[config.mk]
export PLATFORM = sky130hd
export DESIGN_NAME = alu_cmd_issuer_flat
export DESIGN_NICKNAME = d
export VERILOG_FILES = /design/src/rtl/alu_pkg.sv /design/src/rtl/alu_cmd_issuer_if.sv /design/src/rtl/alu_cmd_issuer.sv /design/src/flat_wrapper.sv
export SDC_FILE = /design/constraint.sdc
export NUM_CORES = 1
export LEC_CHECK = 0
export CAP_MARGIN = 25
export CORE_MARGIN = 1.5
export CORE_UTILIZATION = 36
export DETAILED_ROUTE_END_ITERATION = 8
export PLACE_DENSITY = 0.82
export SYNTH_ARGS = -nofsm -noshare
export SYNTH_HDL_FRONTEND = slang
export SYNTH_SLANG_ARGS = --single-unit
[constraint.sdc]
create_clock -name clk -period 1.7 [get_ports clk]
set_input_delay 0.425 -clock clk [delete_from_list [all_inputs] [get_ports clk]]
set_output_delay 0.425 -clock clk [all_outputs]
set_load 0.1 [all_outputs]
[src/rtl/alu_pkg.sv]
// Shared ALU definitions: opcode encoding, issuer FSM state encoding and the
// legal-opcode check. Used by both the command issuer and the ALU itself.
package alu_pkg;

  localparam int unsigned DATA_W = 32;

  typedef enum logic [2:0] {
    OP_AND  = 3'b000,
    OP_OR   = 3'b001,
    OP_ADD  = 3'b010,
    OP_SUB  = 3'b011,
    OP_COMP = 3'b100
  } alu_op_e;

  typedef enum logic [1:0] {
    ST_IDLE    = 2'd0,
    ST_ISSUE   = 2'd1,
    ST_CAPTURE = 2'd2,
    ST_RESP    = 2'd3
  } issuer_state_e;

  // Opcodes 101..111 are reserved and never reach the ALU.
  function automatic logic is_legal_op(input logic [2:0] op);
    return (op <= OP_COMP);
  endfunction

endpackage

[src/rtl/alu_cmd_issuer_if.sv]
// Bundle of command, ALU and response signals around the issuer.
// slave  : the issuer's view (takes commands, drives ALU inputs and responses).
// master : the surrounding system's view (offers commands, consumes responses,
//          supplies the ALU result).
interface alu_cmd_issuer_if;
  import alu_pkg::*;

  logic              cmd_valid;
  logic              cmd_ready;
  logic [2:0]        cmd_op;
  logic [DATA_W-1:0] cmd_a;
  logic [DATA_W-1:0] cmd_b;

  logic [2:0]        alu_opcode;
  logic [DATA_W-1:0] alu_operand1;
  logic [DATA_W-1:0] alu_operand2;
  logic [DATA_W-1:0] alu_result;
  logic              alu_flag_c;
  logic              alu_flag_z;

  logic              rsp_valid;
  logic              rsp_ready;
  logic [DATA_W-1:0] rsp_result;
  logic              rsp_flag_c;
  logic              rsp_flag_z;
  logic              rsp_err;

  modport slave (
    input  cmd_valid, cmd_op, cmd_a, cmd_b,
    input  alu_result, alu_flag_c, alu_flag_z,
    input  rsp_ready,
    output cmd_ready,
    output alu_opcode, alu_operand1, alu_operand2,
    output rsp_valid, rsp_result, rsp_flag_c, rsp_flag_z, rsp_err
  );

  modport master (
    output cmd_valid, cmd_op, cmd_a, cmd_b,
    output alu_result, alu_flag_c, alu_flag_z,
    output rsp_ready,
    input  cmd_ready,
    input  alu_opcode, alu_operand1, alu_operand2,
    input  rsp_valid, rsp_result, rsp_flag_c, rsp_flag_z, rsp_err
  );

endinterface

[src/rtl/alu_cmd_issuer.sv]
// ALU command issuer: accepts one command at a time, drives registered
// operands to an external combinational ALU, waits one settle cycle, captures
// the result and holds it as a response until the consumer takes it.
// Reserved opcodes bypass the ALU and answer immediately with rsp_err set.
// Optional build macro ALU_ISSUER_STATS_EN adds completed-command counters.
module alu_cmd_issuer
  import alu_pkg::*;
(
  input  logic              clk,
  input  logic              rst_n,
  alu_cmd_issuer_if.slave   bus,
  output logic              busy
`ifdef ALU_ISSUER_STATS_EN
  ,
  output logic [15:0]       stat_issued,
  output logic [15:0]       stat_err
`endif
);

  issuer_state_e state_q, state_d;
  logic          accept;
  logic          legal;
  logic          rsp_done;

  assign accept   = bus.cmd_valid && bus.cmd_ready;
  assign legal    = is_legal_op(bus.cmd_op);
  assign rsp_done = (state_q == ST_RESP) && bus.rsp_ready;

  // State register.
  always_ff @(posedge clk or negedge rst_n) begin
    // NOTE: sequential state uses non-blocking assignments so every register
    // samples pre-edge values regardless of block ordering.
    if (!rst_n) state_q <= ST_IDLE;
    else        state_q <= state_d;
  end

  // Next-state logic.
  always_comb begin
    state_d = state_q;
    unique case (state_q)
      ST_IDLE:    if (accept) state_d = legal ? ST_ISSUE : ST_RESP;
      ST_ISSUE:   state_d = ST_CAPTURE;
      ST_CAPTURE: state_d = ST_RESP;
      ST_RESP:    if (bus.rsp_ready) state_d = ST_IDLE;
      default:    state_d = ST_IDLE;
    endcase
  end

  // State-decoded handshake and status outputs.
  always_comb begin
    bus.cmd_ready = (state_q == ST_IDLE);
    bus.rsp_valid = (state_q == ST_RESP);
    busy          = (state_q != ST_IDLE);
  end

  // ALU operand registers: loaded only by a legal accept, otherwise held.
  always_ff @(posedge clk or negedge rst_n) begin
    if (!rst_n) begin
      bus.alu_opcode   <= '0;
      bus.alu_operand1 <= '0;
      bus.alu_operand2 <= '0;
    end else if (accept && legal) begin
      bus.alu_opcode   <= bus.cmd_op;
      bus.alu_operand1 <= bus.cmd_a;
      bus.alu_operand2 <= bus.cmd_b;
    end
  end

  // Response registers: error response on an illegal accept, ALU capture in
  // CAPTURE; untouched in RESP so the response is stable under back-pressure.
  always_ff @(posedge clk or negedge rst_n) begin
    if (!rst_n) begin
      bus.rsp_result <= '0;
      bus.rsp_flag_c <= 1'b0;
      bus.rsp_flag_z <= 1'b0;
      bus.rsp_err    <= 1'b0;
    end else if (accept && !legal) begin
      bus.rsp_result <= '0;
      bus.rsp_flag_c <= 1'b0;
      bus.rsp_flag_z <= 1'b0;
      bus.rsp_err    <= 1'b1;
    end else if (state_q == ST_CAPTURE) begin
      bus.rsp_result <= bus.alu_result;
      bus.rsp_flag_c <= bus.alu_flag_c;
      bus.rsp_flag_z <= bus.alu_flag_z;
      bus.rsp_err    <= 1'b0;
    end
  end

`ifdef ALU_ISSUER_STATS_EN
  // Completed-command counters, bumped on the response handshake; wrap freely.
  always_ff @(posedge clk or negedge rst_n) begin
    if (!rst_n) begin
      stat_issued <= '0;
      stat_err    <= '0;
    end else if (rsp_done) begin
      if (bus.rsp_err) stat_err    <= stat_err + 16'd1;
      else             stat_issued <= stat_issued + 16'd1;
    end
  end
`else
  logic unused_rsp_done;
  assign unused_rsp_done = rsp_done;
`endif

endmodule

[src/flat_wrapper.sv]
// flat-port wrapper written by rule: the top's interface ports become plain ports
module alu_cmd_issuer_flat import alu_pkg::*;
  (clk, rst_n, busy, bus_cmd_valid, bus_cmd_op, bus_cmd_a, bus_cmd_b, bus_alu_result, bus_alu_flag_c, bus_alu_flag_z, bus_rsp_ready, bus_cmd_ready, bus_alu_opcode, bus_alu_operand1, bus_alu_operand2, bus_rsp_valid, bus_rsp_result, bus_rsp_flag_c, bus_rsp_flag_z, bus_rsp_err);
  alu_cmd_issuer_if bus_i ();
  input  logic clk;
  input  logic rst_n;
  output logic busy;
  input wire logic [$bits(bus_i.cmd_valid)-1:0] bus_cmd_valid;
  input wire logic [$bits(bus_i.cmd_op)-1:0] bus_cmd_op;
  input wire logic [$bits(bus_i.cmd_a)-1:0] bus_cmd_a;
  input wire logic [$bits(bus_i.cmd_b)-1:0] bus_cmd_b;
  input wire logic [$bits(bus_i.alu_result)-1:0] bus_alu_result;
  input wire logic [$bits(bus_i.alu_flag_c)-1:0] bus_alu_flag_c;
  input wire logic [$bits(bus_i.alu_flag_z)-1:0] bus_alu_flag_z;
  input wire logic [$bits(bus_i.rsp_ready)-1:0] bus_rsp_ready;
  output wire logic [$bits(bus_i.cmd_ready)-1:0] bus_cmd_ready;
  output wire logic [$bits(bus_i.alu_opcode)-1:0] bus_alu_opcode;
  output wire logic [$bits(bus_i.alu_operand1)-1:0] bus_alu_operand1;
  output wire logic [$bits(bus_i.alu_operand2)-1:0] bus_alu_operand2;
  output wire logic [$bits(bus_i.rsp_valid)-1:0] bus_rsp_valid;
  output wire logic [$bits(bus_i.rsp_result)-1:0] bus_rsp_result;
  output wire logic [$bits(bus_i.rsp_flag_c)-1:0] bus_rsp_flag_c;
  output wire logic [$bits(bus_i.rsp_flag_z)-1:0] bus_rsp_flag_z;
  output wire logic [$bits(bus_i.rsp_err)-1:0] bus_rsp_err;
  assign bus_i.cmd_valid = bus_cmd_valid;
  assign bus_i.cmd_op = bus_cmd_op;
  assign bus_i.cmd_a = bus_cmd_a;
  assign bus_i.cmd_b = bus_cmd_b;
  assign bus_i.alu_result = bus_alu_result;
  assign bus_i.alu_flag_c = bus_alu_flag_c;
  assign bus_i.alu_flag_z = bus_alu_flag_z;
  assign bus_i.rsp_ready = bus_rsp_ready;
  assign bus_cmd_ready = bus_i.cmd_ready;
  assign bus_alu_opcode = bus_i.alu_opcode;
  assign bus_alu_operand1 = bus_i.alu_operand1;
  assign bus_alu_operand2 = bus_i.alu_operand2;
  assign bus_rsp_valid = bus_i.rsp_valid;
  assign bus_rsp_result = bus_i.rsp_result;
  assign bus_rsp_flag_c = bus_i.rsp_flag_c;
  assign bus_rsp_flag_z = bus_i.rsp_flag_z;
  assign bus_rsp_err = bus_i.rsp_err;
  alu_cmd_issuer u_core (.clk(clk), .rst_n(rst_n), .bus(bus_i), .busy(busy));
endmodule
==> results list <==
- Max-cap violations in this run came to 0.
* Number of rows in the core area: 39
- Post-Synthesis Mean Instance Area: 15.5 sq um
* Fraction of layout cells with a size suffix above 1: between 40% and 50%
* Sum of net half-perimeters after detailed placement: 8820 um
- Final Cell Area: 8060 sq um
- In the synthesized netlist, the number of instances is 273.
* Count of pins on the block boundary: between 200 and 250
* Buffer levels on the longest clock path: 2
- Most used flip-flop cell after synthesis: dfrtp_1
* Actual slew at the worst max-slew pin: about 0.36 ns
* Fraction of post-synthesis cell area in the top cell type by area: 61.4%
- Setup violations remaining at the end of the flow were counted as 14.
- Cell type contributing the most total cell area after synthesis: dfrtp_1
* Number of warning messages in the yosys log: 0
* Required time worst endpoint: around 1.3 ns
* WL per Instance: 17.3 um
- Layout area overhead: 90.3%
- First-pass GRT wire length: 18,600 um
- The synthesized design contains 0 enable-type register cells.
- Die Height: between 100 and 150 um
- WL final: 11,300 um
* Cell area after synthesis: 4240 sq um
* Core outline area: between 10,000 and 15,000 sq um
- In this run the tightest slew margin relative to its limit is 76.2%.
- For the worst-skew pair, the clock arrives at the later sink with an insertion delay of 0.35 ns.
- Area of the multi-input gates: 1510 sq um
* Top cells by instance count after synthesis: dfrtp_1 (104), mux2_2 (37), mux2i_1 (37)
- Final weighted congestion of routability-driven global placement: 0.773
- The tree built by TritonCTS fans out to 104 sinks.
- Crit Path Max Fanout: 2
- The number of antenna violations at the first check in global routing is 0.
- Iteration-0 DRC count of the detailed router: 95
- Setup skew after layout: about 0.0062 ns
- Yosys mapped the design onto 17 distinct sky130hd cell types.
- Clock-pin slew was measured on the worst setup and hold paths at 0.06 ns.
* Pins Over Slew Limit: 0
* Crit Path Category: reg -> out
- Largest net degree at the start of global routing: 50
* Setup total negative slack: -0.199 ns
- Inserted Diodes: 0
- At the end of the flow, the number of nets in the layout was 613.
- Across all setup checks in the final design, the least slack found is -0.0672 ns.
- Synthesis inferred 104 register bits.
* Arrival time reported for the critical path endpoint: 1.34 ns
* Library cell with the highest instance count after synthesis: dfrtp_1
- Status: finished, violations left
* Startpoint class of the critical path: register
- Overall Global Routing Usage: 19.3%
- In the routed layout, each cell is associated on average with a via count of 4.68.
- Root buffer cell: clkbuf_16
* Area enclosed by the die boundary: 12,400 sq um
- Setup repair after global routing could not meet its margin everywhere.
- Final critical-path required period: 1.77 ns
- Final cycle utilization of the critical path: 104%
* # DRC: 0
* Depth of the worst register-to-register path: 6
* CTS H-tree depth: 3
- For this run, asynchronously set or reset flops after synthesis account for 100%.
* Initial standard-cell utilization of the core: 36.9%
* Number of iterations in the first detailed-routing pass: 4
- The via count of the first global-routing pass is 3,544.
- Aggregate global routing overflow: 0
- Based on the critical path, the design can be clocked at up to 0.566 GHz.
* Area used by sequential logic in the layout: 2600 sq um
- Fill cells in the final layout number 756.
* Floorplan die width: 111 um
- # port buffers: 209
- Leading post-synthesis cells by cell area: dfrtp_1 (61%), mux2_4 (10%), mux2_2 (9.8%)
* Violations in the final reports: negative setup slack
- The placed instances occupy a cell area of approximately 7700 sq um.
* Overall via count from detail_route: 3,051
* Post-route ant nets: 0
* CTS tree: built
* Number of hold-slack violations in the final timing report: 0
- Sequential elements use between 60% and 70% of the synthesized area.
* Number of nets produced by synthesis: 382
- Critical path endpoint category: output port
* Path category of the worst min-delay check: in -> async
* Inserted Clock Buffers: 9
-- worst paths after layout --
path / from / slack (ns) / to
max: u_core.state_q[1] / -0.07 / busy
min: rst_n / 0.56 / u_core.bus.alu_operand2[11]
max reg2reg: u_core.state_q[1] / -0.03 / u_core.bus.alu_operand1[11]
min reg2reg: u_core.bus.alu_operand2[0] / 0.58 / u_core.bus.alu_operand2[0]
max in group asynchronous: rst_n / 0.59 / u_core.bus.alu_operand1[20]
min in group clk: u_core.bus.alu_operand2[0] / 0.58 / u_core.bus.alu_operand2[0]
-- registers in the layout (all words and copies together), names as in the netlist --
signal / count
u_core.bus.rsp_err: 1
u_core.bus.alu_operand2: 32
u_core.bus.rsp_flag_c: 1
u_core.bus.rsp_result: 32
u_core.bus.alu_operand1: 32
u_core.state_q: 2
u_core.bus.rsp_flag_z: 1
u_core.bus.alu_opcode: 3
-- metrics by stage --
stage	std cells	hold slack (ns)	util, %	setup WS [ns]
after floorplan	273	0.129	-	-0.274
after global placement	630	0.356	66.8	-0.327
after detailed placement	630	0.359	66.8	-0.397
after CTS	651	0.545	70.1	-0.0773
after global routing	652	0.577	70.3	-0.124
final	652	0.557	70.3	-0.0672
-- critical path, stage by stage, from the launching register on --
cell,delay (ns)
dfrtp_1,0.40
inv_2,0.09
ha_4,0.14
buf_6,0.11
clkinvlp_4,0.09
buf_12,0.17
-- per-layer routing --
metal  share of wire (%)  routed length, um  global-route usage, %
met5                   0                  0                      0
met3                 8.7                979                   8.98
met4                 1.4                155                   4.81
met2                  55               6180                   35.1
met1                  35               3950                   20.3
-- timing repair --
| action | 4_1_cts | 5_1_grt |
|---|---|---|
| pin swaps | 2 | 1 |
| hold endpoints to repair | 22 | 0 |
| gates resized for setup | 2 | 1 |
| endpoints found under the setup margin | 63 | 69 |
| hold buffers | 1 | 0 |
| buffers inserted | 4 | 1 |
-- layout by cell type, fill, tap and decap left out, drive strengths merged, types with 2 or more instances in the layout --
cell type        n
dfrtp          104
mux2i           37
clkbuf          12
mux2            66
nor2            36
inv              4
buf            131
ha               4
clkinvlp         2
clkdlybuf4s50  103
bufinv           2
-- layout make-up --
cell class	instances	share of cell area (%)
tap	143	2.22
timing repair buffer	235	42.4
sequential	104	32.3
clock buffer	12	3.18
multi-input combinational	149	18.7
clock inverter	4	0.947
inverter	5	0.279
-- kinds of logic after synthesis --
kind of cell / Yosys count / synth area share [%]
AO/OA/AOI/OAI: 4 / 0.886
adder cells (fa/ha/maj): 4 / 1.18
buffers and inverters: 20 / 3.81
flip-flops: 104 / 61.4
multiplexers: 103 / 28.9
AND/OR/NAND/NOR: 38 / 3.81
Power is not shown: default switching activity piles up to over one toggle a cycle in this logic, so the estimate is an artifact.
